$ cat config.mk
export PLATFORM = sky130hd
export DESIGN_NAME = alarm_escalation_fsm_flat
export DESIGN_NICKNAME = d
export VERILOG_FILES = /design/src/rtl/alarm_escalation_fsm_if.sv /design/src/rtl/alarm_escalation_fsm.sv /design/src/flat_wrapper.sv
export SDC_FILE = /design/constraint.sdc
export NUM_CORES = 1
export LEC_CHECK = 0
export BUFFER_PORTS_ARGS = -buffer_cell sky130_fd_sc_hd__buf_2
export CORE_ASPECT_RATIO = 0.75
export CORE_MARGIN = 3
export CORE_UTILIZATION = 45
export DETAILED_ROUTE_END_ITERATION = 10
export HOLD_SLACK_MARGIN = 0.05
export MAX_ROUTING_LAYER = met4
export PLACE_DENSITY = 0.73
export SLEW_MARGIN = 15
export SYNTH_ARGS = -nofsm -noshare
export SYNTH_HDL_FRONTEND = slang
export SYNTH_SLANG_ARGS = --single-unit
$ cat constraint.sdc
create_clock -name clk -period 2.5 [get_ports clk]
set_input_delay 0.125 -clock clk [delete_from_list [all_inputs] [get_ports clk]]
set_output_delay 0.125 -clock clk [all_outputs]
set_load 0.02 [all_outputs]
$ cat src/rtl/alarm_escalation_fsm_if.sv
// Alarm escalation FSM bus: monitoring inputs and
// status outputs grouped for the controller.
interface alarm_escalation_fsm_if #(
  parameter int N_CH  = 4,
  parameter int CNT_W = 8
);
  logic            sw;
  logic            clear0;
  logic            change;
  logic [N_CH-1:0] alarm;
  logic [N_CH-1:0] history;

  logic [1:0]       state_o;
  logic             enchange_al;
  logic             alarm_active;
  logic [N_CH-1:0]  alarm_ch;
  logic             esc_timeout;
  logic [CNT_W-1:0] alarm_cnt;

  modport master (
    output sw, clear0, change, alarm, history,
    input  state_o, enchange_al, alarm_active,
    input  alarm_ch, esc_timeout, alarm_cnt
  );

  modport slave (
    input  sw, clear0, change, alarm, history,
    output state_o, enchange_al, alarm_active,
    output alarm_ch, esc_timeout, alarm_cnt
  );
endinterface

$ cat src/rtl/alarm_escalation_fsm.sv
// Multi-channel post-op alarm escalation FSM with
// glitch filtering, timeout escalation and event count.
module alarm_escalation_fsm #(
  parameter int N_CH        = 4,
  parameter int PERSIST     = 3,
  parameter int ESC_TIMEOUT = 1000,
  parameter int TMR_W       = 16,
  parameter int CNT_W       = 8
) (
  input logic                 clk,
  input logic                 rst,
  alarm_escalation_fsm_if.slave bus
);

  typedef enum logic [1:0] {
    IDLE    = 2'b00,
    POST_OP = 2'b01,
    ALARM   = 2'b10,
    ALARM2  = 2'b11
  } state_t;

  localparam logic [7:0] PC_MAX = 8'(PERSIST);
  localparam bit TMO_EN = (ESC_TIMEOUT != 0);
  localparam logic [TMR_W-1:0] TMO_LAST =
    TMR_W'(TMO_EN ? ESC_TIMEOUT - 1 : 0);

  state_t           state;
  logic [7:0]       pc [N_CH];
  logic [N_CH-1:0]  conf;
  logic [TMR_W-1:0] timer;
  logic [N_CH-1:0]  ch_q;
  logic             esc_q;
  logic [CNT_W-1:0] cnt_q;
  logic             hist_hit;
  logic             tmo_hit;

  // A channel is confirmed once its run length saturates
  always_comb begin
    conf = '0;
    for (int i = 0; i < N_CH; i++) begin
      conf[i] = (pc[i] == PC_MAX);
    end
  end

  assign hist_hit = |(conf & bus.history & ch_q);
  assign tmo_hit  = TMO_EN && (timer == TMO_LAST);

  // Per-channel run-length counters, active in every state
  always_ff @(posedge clk) begin
    for (int i = 0; i < N_CH; i++) begin
      if (rst || !bus.sw || !bus.alarm[i]) begin
        pc[i] <= '0;
      end else if (pc[i] != PC_MAX) begin
        pc[i] <= pc[i] + 8'd1;
      end
    end
  end

  // State machine with latched cause, escalation timer and count
  always_ff @(posedge clk) begin
    if (rst) begin
      state <= IDLE;
      timer <= '0;
      ch_q  <= '0;
      esc_q <= 1'b0;
      cnt_q <= '0;
    end else begin
      case (state)
        IDLE: begin
          if (bus.sw) state <= POST_OP;
        end
        POST_OP: begin
          if (!bus.sw) begin
            state <= IDLE;
          end else if (|conf) begin
            state <= ALARM;
            ch_q  <= conf;
            timer <= '0;
            if (~&cnt_q) cnt_q <= cnt_q + CNT_W'(1);
          end
        end
        ALARM: begin
          if (!bus.sw) begin
            state <= IDLE;
            ch_q  <= '0;
            esc_q <= 1'b0;
          end else if (bus.clear0) begin
            state <= POST_OP;
            ch_q  <= '0;
            esc_q <= 1'b0;
          end else if (hist_hit) begin
            state <= ALARM2;
            esc_q <= 1'b0;
          end else if (tmo_hit) begin
            state <= ALARM2;
            esc_q <= 1'b1;
          end else begin
            timer <= timer + TMR_W'(1);
          end
        end
        ALARM2: begin
          if (!bus.sw) begin
            state <= IDLE;
            ch_q  <= '0;
            esc_q <= 1'b0;
          end else if (bus.change || bus.clear0) begin
            state <= POST_OP;
            ch_q  <= '0;
            esc_q <= 1'b0;
          end
        end
        default: begin
          state <= IDLE;
          ch_q  <= '0;
          esc_q <= 1'b0;
        end
      endcase
    end
  end

  assign bus.state_o      = state;
  assign bus.enchange_al  = (state == ALARM2);
  assign bus.alarm_active = state[1];
  assign bus.alarm_ch     = ch_q;
  assign bus.esc_timeout  = esc_q;
  assign bus.alarm_cnt    = cnt_q;

endmodule

$ cat src/flat_wrapper.sv
// flat-port wrapper written by rule: the top's interface ports become plain ports
module alarm_escalation_fsm_flat 
#(
  parameter int N_CH        = 4,
  parameter int PERSIST     = 3,
  parameter int ESC_TIMEOUT = 1000,
  parameter int TMR_W       = 16,
  parameter int CNT_W       = 8
)
  (clk, rst, bus_sw, bus_clear0, bus_change, bus_alarm, bus_history, bus_state_o, bus_enchange_al, bus_alarm_active, bus_alarm_ch, bus_esc_timeout, bus_alarm_cnt);
  alarm_escalation_fsm_if #(.N_CH(N_CH), .CNT_W(CNT_W)) bus_i ();
  input logic clk;
  input logic rst;
  input wire logic [$bits(bus_i.sw)-1:0] bus_sw;
  input wire logic [$bits(bus_i.clear0)-1:0] bus_clear0;
  input wire logic [$bits(bus_i.change)-1:0] bus_change;
  input wire logic [$bits(bus_i.alarm)-1:0] bus_alarm;
  input wire logic [$bits(bus_i.history)-1:0] bus_history;
  output wire logic [$bits(bus_i.state_o)-1:0] bus_state_o;
  output wire logic [$bits(bus_i.enchange_al)-1:0] bus_enchange_al;
  output wire logic [$bits(bus_i.alarm_active)-1:0] bus_alarm_active;
  output wire logic [$bits(bus_i.alarm_ch)-1:0] bus_alarm_ch;
  output wire logic [$bits(bus_i.esc_timeout)-1:0] bus_esc_timeout;
  output wire logic [$bits(bus_i.alarm_cnt)-1:0] bus_alarm_cnt;
  assign bus_i.sw = bus_sw;
  assign bus_i.clear0 = bus_clear0;
  assign bus_i.change = bus_change;
  assign bus_i.alarm = bus_alarm;
  assign bus_i.history = bus_history;
  assign bus_state_o = bus_i.state_o;
  assign bus_enchange_al = bus_i.enchange_al;
  assign bus_alarm_active = bus_i.alarm_active;
  assign bus_alarm_ch = bus_i.alarm_ch;
  assign bus_esc_timeout = bus_i.esc_timeout;
  assign bus_alarm_cnt = bus_i.alarm_cnt;
  alarm_escalation_fsm #(.N_CH(N_CH), .PERSIST(PERSIST), .ESC_TIMEOUT(ESC_TIMEOUT), .TMR_W(TMR_W), .CNT_W(CNT_W)) u_core (.clk(clk), .rst(rst), .bus(bus_i));
endmodule
Word level (Yosys, flattened, before mapping)
Memory sizes are Yosys's and may differ from the RTL's.
Index checks and enable logic that the tools add are counted.

word-level totals
  register bits after elaboration = 31
  memories kept = 1
  output and inout port bits = 17
  memory bits (read-only) = 0
  RAM bits = 32
  bits in latches = 0
  input port bits = 13
  logic and storage cells = 120

operators by class
  multipliers = 0
  $add $sub $neg = 6
  order comparisons = 0
  eq/ne operators = 23
  mux-type cells = 55
  div/mod/pow operators = 0
  shift operators = 0
  bitwise operators = 7
  reduce and logical (&&, ||, !) cells = 23

memories
  memory     words  width  read ports  clocked after Yosys merged registers in  wr ports  line                        RTL
  u_core.pc  4      8      4           0                                        4         alarm_escalation_fsm.sv:28  logic [7:0] pc [N_CH];

operators by type and width
  kind                                                                      number
  16-bit 2-to-1 mux                                                         6
  8-bit by 1-bit adder with 8-bit output (second input constant)            5
  8-bit by 2-bit equality test with 1-bit output (second input constant)    4
  8-bit 2-to-1 mux                                                          4
  8-bit by 2-bit != test with 1-bit output (second input constant)          4
  16-bit case mux with 2 select lines                                       1
  1-bit 2-to-1 mux                                                          26
  4-bit 2-to-1 mux                                                          6
  2-bit 2-to-1 mux                                                          9
  16-bit by 1-bit adder with 16-bit output (second input constant)          1
  16-bit by 10-bit equality test with 1-bit output (second input constant)  1
  2-bit != test (second input constant)                                     6
  4-bit case mux with 3 select lines                                        1
  4-bit bitwise AND                                                         2
  2-bit case mux with 4 select lines                                        1
  4-bit AND reduction                                                       2
  8-bit AND reduction                                                       1
  4-bit OR reduction                                                        2
  7-bit AND reduction                                                       1
  1-bit logical OR                                                          6
  3-bit by 2-bit != test with 1-bit output (second input constant)          2
  1-bit zero test                                                           5
  5-bit by 3-bit != test with 1-bit output (second input constant)          1
  5-bit AND reduction                                                       1
  11 further kinds                                                          16

Longest topological paths before layout
  depth after elaboration = 8
  gate-level depth with buffers = 8
  gate-level depth less buffers = 7

Worst setup path after synthesis
Ideal clock, no wire load.

  kind = register to register
  start = memory u_core.pc[1][5], in the netlist u_core.pc[0][13]
  end = register u_core.timer[15]
  arrival = 2.228 ns
  stages on the path, launching flop included = 8
  buffers on the path = 1
  setup time = 0.120 ns
  period minus slack after synthesis = 2.348 ns
  data required time = 2.380 ns
  path slack = 0.152 ns
  cells stage by stage = edfxtp_1 -> or4_4 -> or3_4 -> o2111ai_4 -> nand4b_2 -> buf_6 -> nor3_1 -> a211o_1

RTL lines
  what                  line                        RTL
  start, declared       alarm_escalation_fsm.sv:28
  end signal, assigned  alarm_escalation_fsm.sv:98  timer <= timer + TMR_W'(1);
  end, declared         alarm_escalation_fsm.sv:30  logic [TMR_W-1:0] timer;

==> impl_metrics.json <==
{
  "hold_start": "bus_clear0",
  "power_density_nw_per_um2": 501.7,
  "setup_viol": 0,
  "synth_xor_area_frac": 0.07360,
  "fillerInstances": 638,
  "place_hpwl_mm": 4.949,
  "wl_mm": 6.863,
  "max_freq_ghz": 0.4193,
  "ioPinCount": 30,
  "slew_headroom": 0.6158,
  "status": "finished clean",
  "synth_fa_ha_area_frac": 0.02253,
  "drt_iter0_drc": 189,
  "grt_max_degree": 17,
  "finalInstanceArea_um2": 3800,
  "place_inst": 462,
  "cts_buffer_depth": 2,
  "async_reset_ff_frac": 0,
  "clkTransAtPathRegs_ns": 0.07,
  "gr-total-overflow": 0,
  "drv_cap": 0,
  "drc": 0,
  "cts_tree": "yes",
  "cts_hold_buf": 0,
  "die_y_um": 80.52,
  "insertedDiodeCount": 0,
  "num_rows": 26,
  "syn_avg_cell_area_um2": 9.917,
  "grt_setup_unrepaired": "no",
  "yosys_warnings": 0,
  "antenna_found_initial": 0,
  "h-tree-depth": 3,
  "holdWs_ns": 0.1026,
  "synth_top_family_by_area": "simple AND/OR/NAND/NOR gates",
  "initial_core_util": 0.4764,
  "grt_use_total": 0.1802,
  "ys_ff_latch": 63,
  "ys_types": 51,
  "grt_pass1_vias": 2458,
  "layout.cells.non_filler": 479,
  "layout.nets": 395,
  "io_buffer_count": 29,
  "cts-root-buf": "clkbuf_8",
  "synthFlopType": "edfxtp_1",
  "synthesis.nets": 355,
  "core_area_um2": 6994,
  "r2r_setup_slack_ns": 0.12,
  "drt-pass1-iter-count": 4,
  "tightest_slew_ns": 0.5728,
  "syn_area_um2": 3332,
  "holdPathStages": 3,
  "synth-edff-count": 32,
  "postSynthCellCount": 336,
  "vias": 2699,
  "cp_data_arrival_time_ns": 2.61,
  "end_kind": "flop",
  "cts_made_buffers": 9,
  "wl_per_cell_um": 14.33,
  "fin_crit_sh": 0.9540,
  "clk_latency_ns": 0.34,
  "worst_r2r_path_depth": 6,
  "placed_area_um2": 3603,
  "synth.area.mux_share": 0.006008,
  "final_hold_viol_count": 0,
  "die_w_um": 105.4,
  "viasPerCell": 5.635,
  "synth_compound_area_frac": 0.1247,
  "area_growth_pct": 14.04,
  "fin_crit_ns": 2.385,
  "cp_max_fo": 14,
  "hold_class": "in -> reg",
  "synth-simple-area-share": 0.2726,
  "grt_pass1_wl_mm": 11.96,
  "gp_congestion": 0.8369,
  "final_layout_size_suffix_gt1_frac": 0.1601,
  "critPathLaunchType": "flop",
  "p_leak_uw": 0.001554,
  "r2r_start": "u_core.pc[0][12]",
  "clock_sinks": 63,
  "seq_area_frac_synth": 0.4747,
  "die_area_um2": 8484,
  "finalClockSkew_ns": 0.01214,
  "slew_violations": 0,
  "vdd_drop_max_mv": 0.2066,
  "cp.required_ns": 2.72,
  "antenna_left": 0,
  "regToRegEndpoint": "u_core.timer[15]",
  "min_to": "u_core.bus.state_o[1]",
  "crit_type": "reg -> reg"
}
final cells by class:
cell class | instances | area [um2] | share of cell area
timing repair buffer | 37 | 212.7 | 0.05598
clock buffer | 11 | 141.4 | 0.03721
tap | 98 | 122.6 | 0.03227
multi-input combinational | 255 | 1679 | 0.4419
inverter | 10 | 37.54 | 0.009878
clock inverter | 5 | 25.02 | 0.006585
sequential | 63 | 1582 | 0.4162
state kept, by name, indices dropped and copies added, names as in the netlist:
name / cells
u_core.pc: 32
u_core.bus.esc_timeout: 1
u_core.bus.alarm_ch: 4
u_core.timer: 16
u_core.bus.alarm_cnt: 8
u_core.bus.state_o: 2
power by group:
group,total [uW],switching (uW),internal (uW),leakage [uW]
logic,60.4,37.3,23.1,0.000818
registers,1090,7.22,1080,0.000643
clock network,758,381,378,0.0000926
total,1910,425,1480,0.00155
stage by stage:
| stage | util | total power [uW] | setup TNS, ns | worst slack [ns] |
|---|---|---|---|---|
| global route | 0.5433 | 1986 | 0 | 0.005068 |
| floorplan | - | 1142 | 0 | 0.1522 |
| CTS | 0.5403 | 1934 | 0 | 0.06626 |
| detailed placement | 0.5152 | 1168 | -0.01329 | -0.01329 |
| finish | 0.5433 | 1906 | 0 | 0.1151 |
| global placement | 0.5152 | 1168 | 0 | 0.05731 |
worst max-delay path, stage by stage, from the launching register on:
cell	delay [ns]
edfxtp_1	0.40
or4_4	0.55
or3_4	0.43
o2111ai_4	0.25
nand4b_4	0.29
nor3_1	0.08
a211o_1	0.26
logic make-up after synthesis:
logic type	Yosys count
DFF	63
and+or+nand+nor	169
xor gates and xnor gates	28
buffers and inverters	18
AOI/OAI and AO/OA	50
muxes	2
adders and majority gates	6
cells in the mapped netlist (all sizes together) (2+ instances only):
| cell type | n | share of area |
|---|---|---|
| o22a | 8 | 0.021 |
| nor2 | 44 | 0.050 |
| xor2 | 21 | 0.055 |
| a21oi | 5 | 0.0086 |
| or3 | 4 | 0.0090 |
| buf | 3 | 0.0090 |
| a32o | 4 | 0.012 |
| nand2 | 13 | 0.015 |
| nand4 | 11 | 0.025 |
| or4 | 2 | 0.0056 |
| nand4b | 2 | 0.0071 |
| dfxtp | 31 | 0.19 |
| o21ai | 11 | 0.017 |
| ha | 6 | 0.023 |
| and2 | 6 | 0.011 |
| clkbuf | 5 | 0.0056 |
| mux2i | 2 | 0.0060 |
| nor2b | 7 | 0.013 |
| o31ai | 2 | 0.0045 |
| xnor2 | 7 | 0.018 |
| nand3b | 3 | 0.0068 |
| a21o | 5 | 0.011 |
| nand2b | 5 | 0.0094 |
| o211ai | 2 | 0.0045 |
| and3 | 20 | 0.038 |
| nor3 | 7 | 0.011 |
| nor4 | 5 | 0.0094 |
| nand3 | 37 | 0.056 |
| inv | 10 | 0.011 |
| o41ai | 2 | 0.0053 |
| edfxtp | 32 | 0.29 |
layout by cell type (no fill, tap or decap), types with 4 or more instances in the layout:
cell,Yosys,routed
nor2_1,44,44
nand3_1,37,37
edfxtp_1,32,32
dfxtp_1,31,31
buf_2,0,29
xor2_1,21,21
and3_1,20,20
nand2_1,13,13
o21ai_0,11,11
nand4_1,10,10
inv_1,10,10
clkbuf_8,0,10
o22a_1,8,8
nor2b_1,7,7
nor3_1,7,7
xnor2_1,7,7
and2_1,6,6
ha_1,6,6
buf_4,1,6
nand2b_1,5,5
a21o_1,5,5
clkinv_2,0,5
nor4_1,5,4
a21oi_1,4,4
a32o_1,4,4
worst max-delay path by stage:
| stage | from | to | slack, ns | cells past startpoint |
|---|---|---|---|---|
| 3_3_place_gp | u_core.pc[0][12] | u_core.timer[15] | 0.06 | 6 |
| 5_1_grt | u_core.pc[0][12] | u_core.timer[14] | 0.005 | 7 |
| 6_report | u_core.pc[0][12] | u_core.timer[15] | 0.12 | 6 |
| 4_1_cts | u_core.pc[0][12] | u_core.timer[10] | 0.07 | 6 |
| 3_5_place_dp | u_core.pc[0][12] | u_core.timer[15] | -0.01 | 6 |
| 2_1_floorplan | u_core.pc[0][13] | u_core.timer[15] | 0.15 | 7 |
metal layers:
layer | GRT usage | share of wire | wire, um | vias to the layer above
li1 | - | - | - | 1322
met1 | 0.2425 | 0.49 | 3388 | 1293
met2 | 0.2595 | 0.43 | 2931 | 75
met3 | 0.04337 | 0.063 | 433 | 9
met4 | 0.07733 | 0.016 | 108 | 0
met5 | - | 0 | 0 | -
timing repair:
item	in CTS	in global routing
endpoints found under the hold margin	0	0
gates resized for setup	1	3
pin swaps	0	3
setup buffers	0	1
setup endpoints to repair	1	17
Note: power is estimated with default switching activity, not from simulation.
